<file path="config.mk">
export PLATFORM = sky130hd
export DESIGN_NAME = button_debounce
export DESIGN_NICKNAME = d
export VERILOG_FILES = /design/src/rtl/button_pkg.sv /design/src/rtl/bit_synchronizer.sv /design/src/rtl/button_debounce.sv
export SDC_FILE = /design/constraint.sdc
export NUM_CORES = 1
export LEC_CHECK = 0
export ABC_AREA = 1
export BUFFER_PORTS_ARGS = -buffer_cell sky130_fd_sc_hd__buf_2
export CAP_MARGIN = 20
export CORE_ASPECT_RATIO = 0.75
export CORE_MARGIN = 3
export CORE_UTILIZATION = 63
export CTS_BUF_LIST = sky130_fd_sc_hd__clkbuf_4 sky130_fd_sc_hd__clkbuf_8
export CTS_CLUSTER_DIAMETER = 40
export DETAILED_ROUTE_END_ITERATION = 8
export PLACE_DENSITY = 0.91
export SLEW_MARGIN = 15
export SYNTH_ARGS = -nofsm -noshare
export SYNTH_HDL_FRONTEND = slang
export SYNTH_HIERARCHICAL = 1
export SYNTH_SLANG_ARGS = --single-unit
</file>
<file path="constraint.sdc">
create_clock -name Clock -period 1.4 [get_ports Clock]
set_input_delay 0 -clock Clock [delete_from_list [all_inputs] [get_ports Clock]]
set_output_delay 0 -clock Clock [all_outputs]
set_load 0.01 [all_outputs]
</file>
<file path="src/rtl/button_pkg.sv">
// Shared types and helpers for the push-button conditioning path.
package button_pkg;

    localparam int GLITCH_W = 8;

    typedef enum logic [1:0] {
        RELEASED,
        WAIT_PRESS,
        PRESSED,
        WAIT_RELEASE
    } db_state_t;

    function automatic int debounce_cycles(input int clk_hz, input int ms);
        return (clk_hz / 1000) * ms;
    endfunction

endpackage

</file>
<file path="src/rtl/bit_synchronizer.sv">
// Multi-flop synchroniser for one asynchronous input bit; clears to 0 on reset.
module bit_synchronizer #(
    parameter int STAGES = 2
) (
    input  logic clk_i,
    input  logic rst_i,
    input  logic d_i,
    output logic q_o
);

    logic [STAGES-1:0] sync_q;

    always_ff @(posedge clk_i) begin
        if (rst_i) begin
            sync_q <= '0;
        end else begin
            sync_q <= {sync_q[STAGES-2:0], d_i};
        end
    end

    assign q_o = sync_q[STAGES-1];

endmodule

</file>
<file path="src/rtl/button_debounce.sv">
// Push-button debouncer: sync + polarity normalise + stable-time qualification.
// Optional rejected-bounce counter on GlitchCount when BUTTON_GLITCH_COUNT_EN is defined.
module button_debounce
    import button_pkg::*;
#(
    parameter int CLK_HZ      = 50_000_000,
    parameter int DEBOUNCE_MS = 10,
    parameter int ACTIVE_LOW  = 1,
    parameter int SYNC_STAGES = 2
) (
    input  logic                Clock,
    input  logic                Reset,
    input  logic                Bi_raw,
`ifdef BUTTON_GLITCH_COUNT_EN
    output logic [GLITCH_W-1:0] GlitchCount,
`endif
    output logic                Bd
);

    localparam int STABLE_CYCLES = debounce_cycles(CLK_HZ, DEBOUNCE_MS);
    localparam int CNT_W         = (STABLE_CYCLES < 1) ? 1 : $clog2(STABLE_CYCLES + 1);
    localparam logic [CNT_W-1:0] CNT_LAST = CNT_W'(STABLE_CYCLES - 1);

    if (STABLE_CYCLES < 1) begin : g_bad_stable
        $error("button_debounce: STABLE_CYCLES must be >= 1");
    end
    if (SYNC_STAGES < 2) begin : g_bad_sync
        $error("button_debounce: SYNC_STAGES must be >= 2");
    end

    logic      s_in;
    logic      s;
    db_state_t state_q, state_d;
    logic [CNT_W-1:0] cnt_q, cnt_d;
    logic      bd_q, bd_d;

    assign s_in = (ACTIVE_LOW != 0) ? ~Bi_raw : Bi_raw;

    bit_synchronizer #(
        .STAGES (SYNC_STAGES)
    ) u_sync (
        .clk_i  (Clock),
        .rst_i  (Reset),
        .d_i    (s_in),
        .q_o    (s)
    );

    always_ff @(posedge Clock) begin
        if (Reset) begin
            state_q <= RELEASED;
            cnt_q   <= '0;
            bd_q    <= 1'b0;
        end else begin
            state_q <= state_d;
            cnt_q   <= cnt_d;
            bd_q    <= bd_d;
        end
    end

    // Counter is cleared on every state change so each wait starts from zero.
    always_comb begin
        state_d = state_q;
        cnt_d   = cnt_q;
        case (state_q)
            RELEASED: begin
                if (s) begin
                    state_d = WAIT_PRESS;
                    cnt_d   = '0;
                end
            end
            WAIT_PRESS: begin
                if (!s) begin
                    state_d = RELEASED;
                    cnt_d   = '0;
                end else if (cnt_q == CNT_LAST) begin
                    state_d = PRESSED;
                    cnt_d   = '0;
                end else begin
                    cnt_d = cnt_q + 1'b1;
                end
            end
            PRESSED: begin
                if (!s) begin
                    state_d = WAIT_RELEASE;
                    cnt_d   = '0;
                end
            end
            WAIT_RELEASE: begin
                if (s) begin
                    state_d = PRESSED;
                    cnt_d   = '0;
                end else if (cnt_q == CNT_LAST) begin
                    state_d = RELEASED;
                    cnt_d   = '0;
                end else begin
                    cnt_d = cnt_q + 1'b1;
                end
            end
            default: begin
                state_d = RELEASED;
                cnt_d   = '0;
            end
        endcase
    end

    always_comb begin
        bd_d = (state_d == PRESSED) || (state_d == WAIT_RELEASE);
    end

    assign Bd = bd_q;

`ifdef BUTTON_GLITCH_COUNT_EN
    logic                abort;
    logic [GLITCH_W-1:0] glitch_q, glitch_d;

    assign abort = ((state_q == WAIT_PRESS) && !s) || ((state_q == WAIT_RELEASE) && s);

    always_comb begin
        glitch_d = glitch_q;
        if (abort && (glitch_q != {GLITCH_W{1'b1}})) begin
            glitch_d = glitch_q + 1'b1;
        end
    end

    always_ff @(posedge Clock) begin
        if (Reset) begin
            glitch_q <= '0;
        end else begin
            glitch_q <= glitch_d;
        end
    end

    assign GlitchCount = glitch_q;
`endif

endmodule
</file>
Word level (Yosys, flattened, before mapping)
Index checks and enable logic that the tools add are counted.
W data, S select, Z words.
Storage, ports and cells
  output and inout bits: 1
  input port bits: 3
  word-level logic and storage cells: 30
  bits in registers: 24
Operators by class
  equality and inequality tests: 8
  mux-type cells: 13
  $add $sub $neg: 1
  bitwise logic cells: 1
  reductions and logical operators: 3
Operator list (number)
  $mux W19: 5
  $pmux W19 S4: 1
  $add A19 B1 Y19 const B: 1
  $eq A19 B19 Y1 const B: 1
  $mux W2: 6
  $eq A2 B2 Y1 const B: 4
  $pmux W2 S4: 1
  $eq A2 B1 Y1 const B: 1
  $logic_not A2 Y1: 1
  $ne A2 B1 Y1 const B: 1
  $ne A2 B2 Y1 const B: 1
  $reduce_and A2 Y1: 1
  $logic_or A1 B1 Y1: 1
  $not A1 Y1: 1

Depth between registers and ports, before layout
  depth in word-level cells: 6
  gate-level depth with buffers: 11
  mapped depth without buffers: 11

Hierarchy
Netlist, hierarchy kept.
By module, submodules not included
  button_debounce: instances 1, cells each 174, seq. area each 440.4 sq um, area each 1198.6 sq um
  bit_synchronizer: instances 1, cells each 6, seq. area each 40.0 sq um, area each 55.1 sq um

Least setup slack after synthesis
OpenSTA, ideal clock, no wires.
  kind: register to register
  from: register cnt_q[1]
  to: register cnt_q[12]
  path buffers: 1
  stages on the path, launching flop included: 10
  data required time: 1.284 ns
  setup time: 0.116 ns
  clock period less this slack: 1.321 ns
  setup slack: 0.079 ns
  arrival time: 1.206 ns
  cells stage by stage: dfxtp_1 > ha_1 > nand2_1 > nor2_1 > nand3_1 > nand2_2 > nand2_4 > nand2_4 > buf_12 > nor2_1
Between the ends
  longest elaborated chain between the ends: 4
  elaborated cells between the ends (all ways): 6
  those cells by class: 1 x add/sub; 1 x eq/ne; 4 x mux
RTL lines
  start, declared: RTL line button_debounce.sv:34  | logic [CNT_W-1:0] cnt_q, cnt_d;
  start signal, assigned: RTL line button_debounce.sv:55  | cnt_q <= cnt_d;
  $add A19 B1 Y19 / $eq A19 B19 Y1 (equally long branches)
  $mux W19 *: RTL line button_debounce.sv:75, button_debounce.sv:92
  $mux W19, on equally long branches: RTL line button_debounce.sv:89, button_debounce.sv:72
  $pmux W19 S4 *: RTL line button_debounce.sv:64  | case (state_q)
Every way passes the cells marked *; elsewhere a longest branch is shown, timed or not.
A chain may end at the register's enable or synchronous reset.

Worst setup path in the final report
  from: register cnt_q[5]
  to: register cnt_q[16]
The elaborated chain is that of the path after synthesis.

==> flow_summary.ini <==
[run_status]
run_status = complete, but fails checks
violations = negative setup slack

[placement]
place_area_um2 = 1310
gp_congestion = 0.852
port_buffers = 3
post-dp-hpwl_um = 1930

[sta]
timing.clock.skew_ns = 0.0139
worst_slew_pin_slew_ns = 0.410
fmaxAchievable_mhz = 671
slew-limit-headroom = 0.726
setup_repair_after_global_routing_missed_its_margin = true
fin_crit_ns = 1.49
final_max_slew_viol_count = 0
final.period_utilization = 1.06
final.hold.worst_slack_ns = 0.428
finalSetupViolations = 8
timing.final.ws_setup_ns = -0.0895
timing_hold_violations_final = 0

[critical_path]
worstPathCellList = nand2_1 > nor2_1 > nand2_2 > nor2_4 > nand2_2 > inv_2 > nand2_2 > nand2_2 > nand2_2 > nor2_2
timing.critical_path.mode_cell = sky130_fd_sc_hd__nand2_2
r2r_slack_ns = -0.09
reg2reg_to = cnt_q[16]
critical_path.reg2reg.startpoint = cnt_q[5]
critical_path_start_type = flip-flop
timing_worst_setup_path_type = reg2reg
cpMaxStageDelayCell = sky130_fd_sc_hd__dfxtp_1
worst-r2r-cell-count = 10
cpPeakStageDelay_ns = 0.42
critPathArrivalTime_ns = 1.78
crit_path_max_fanout = 4
crit_path_end_kind = flip-flop
timing.critical_path.required_ns = 1.69

[die]
coreArea_um2 = 1810
die_area_um2 = 2570
die_height_um = 44.6
die_width_um = 57.5
io-pin-count = 4
start_util = 0.694
placement_rows = 13

[layout]
final_layout_size_suffix_gt1_frac = 0.281
finalInstanceArea_um2 = 1560
flow.area_growth_from_synthesis_pct = 24.1
n_antenna_cell = 0
finalNetCount = 204

[global_route]
first_global_vias = 1036
grtUsageTotal = 0.235
grt_pass1_wl_um = 4560
grt_start_max_net_pins = 15
grt_antenna_before_repair = 0
global_route.overflow_total = 0

[power_and_ir_drop]
peakVddDrop_mv = 0.842
p_per_area_nw_per_um2 = 825
p_leak_uw = 0.000577

[min_path]
min_delay_worst_endpoint = u_sync/sync_q[1]
hold_class = reg2reg
holdPathStages = 2
hold_path_startpoint = u_sync/sync_q[0]

[cts]
clock_tree.htree_level_count = 1
cts.sinks = 24
tritoncts.num_buffers = 3
worst_skew_pair.late_latency_ns = 0.33
clk_path_buf_depth = 2
clock_tree.root_cell = sky130_fd_sc_hd__clkbuf_4
cts_tree = yes
cts.reportedPaths.clkPinSlew_ns = 0.14

[flow_run]
drv_cap = 0

[yosys]
dominantRegCellSynth = sky130_fd_sc_hd__dfxtp_1
synth.top_cells.by_count = sky130_fd_sc_hd__nand2_1 (41), sky130_fd_sc_hd__nor2_1 (35), sky130_fd_sc_hd__dfxtp_1 (24)
top_cells_by_area_synth = sky130_fd_sc_hd__dfxtp_1 (38%), sky130_fd_sc_hd__nand2_1 (12%), sky130_fd_sc_hd__nor2_1 (10%), sky130_fd_sc_hd__inv_1 (6.6%), sky130_fd_sc_hd__nor2_2 (3.5%)
count_of_cell_types_in_the_netlist = 23
synthesis.instances = 180
synth.cell_area_um2 = 1250
synth_sequential_area_ratio = 0.383
synth.ff_latch_count = 24
synthesis.yosys.warnings = 6
synthDominantAreaCellType = sky130_fd_sc_hd__dfxtp_1
yosys.area.top_type_share = 0.383
async_flop_share = 0
number_of_enable_flip_flop_cells_after_synthesis = 0
syn_nets = 184
synth_most_common_cell = sky130_fd_sc_hd__nand2_1
syn_area_per_cell_um2 = 6.97

[route]
final_routed_wire_length_divided_by_cell_count_um = 15.6
drt.antenna.violating_nets = 0
route.detailed.vias_per_inst = 5.81
remaining_drc_errors = 0
drtPass1Iterations = 4
num_vias = 1285
drt-initial-drc-count = 74
postRouteWirelength_um = 3460
layout by cell type (no fill, tap or decap), types with 4 or more instances in the layout:
cell type,count
sky130_fd_sc_hd__nor3_1,4
sky130_fd_sc_hd__nor2_4,5
sky130_fd_sc_hd__dfxtp_1,19
sky130_fd_sc_hd__a21oi_1,8
sky130_fd_sc_hd__dfxtp_2,4
sky130_fd_sc_hd__nor2_2,10
sky130_fd_sc_hd__nand4_1,4
sky130_fd_sc_hd__inv_1,20
sky130_fd_sc_hd__nand2_2,7
sky130_fd_sc_hd__nor2_1,29
sky130_fd_sc_hd__nand3_1,5
sky130_fd_sc_hd__nand2_1,36
sky130_fd_sc_hd__xor2_1,5
sky130_fd_sc_hd__buf_4,9
stage by stage:
stage	power, µW	setup TNS (ns)	cells	setup WS (ns)	util
detailed placement	758	-0.690	209	-0.0736	0.728
finish	1280	-0.280	221	-0.0895	0.861
global placement	756	0	209	0.00493	0.728
CTS	1260	-0.00674	217	-0.00674	0.785
floorplan	749	0	180	0.0787	-
global route	1310	-1.70	221	-0.189	0.861
worst max path at each step:
stage             start   endpoint  slack, ns
3_3_place_gp   cnt_q[1]  cnt_q[10]      0.005
6_report       cnt_q[5]  cnt_q[16]      -0.09
4_1_cts        cnt_q[1]  cnt_q[16]     -0.007
3_5_place_dp   cnt_q[1]  cnt_q[16]      -0.07
2_1_floorplan  cnt_q[1]  cnt_q[12]       0.08
5_1_grt        cnt_q[5]  cnt_q[16]      -0.19
worst max-delay path, delay by kind of cell (launching register included):
kind / cells / cell delay (ns)
buffers and inverters: 1 / 0.07
DFF: 1 / 0.42
and+or+nand+nor: 9 / 0.96
cell families after synthesis:
group / after synthesis / synth area share
simple gates: 110 / 0.410
buf+inv: 24 / 0.0848
flops: 24 / 0.383
compound gates: 13 / 0.0559
xor+xnor: 8 / 0.0559
fa+ha+maj: 1 / 0.00998
routing by layer:
metal	routed length, µm	GRT usage
met3	242	0.0612
met5	0	0
met4	137	0.0694
met1	1400	0.292
met2	1680	0.405
power breakdown:
group          total, µW  internal [µW]  switching, µW  leakage [µW]
logic               81.7           27.3           54.4      0.000352
registers            687            685           2.33      0.000197
clock network        514            290            224     0.0000279
total               1280           1000            281      0.000577
state kept, by name (all words and copies together), names as in the netlist:
signal         cells
u_sync/sync_q      2
Bd                 1
state_q            2
cnt_q             19
final cells by class:
class / count / area (µm²)
inverter: 23 / 86.3
timing repair buffer: 15 / 113
tap: 22 / 27.5
fill: 89 / 250
clock inverter: 1 / 30.0
multi-input combinational: 133 / 787
sequential: 24 / 489
clock buffer: 3 / 22.5
what timing repair did:
item,4_1_cts,5_1_grt
resized for setup,4,28
hold buffers,3,0
hold endpoints to repair,6,0
buffers inserted,1,3
gates cloned,0,1
setup endpoints to repair,17,19
pin swaps,3,11
No activity file was read; power rests on OpenSTA's default activity.
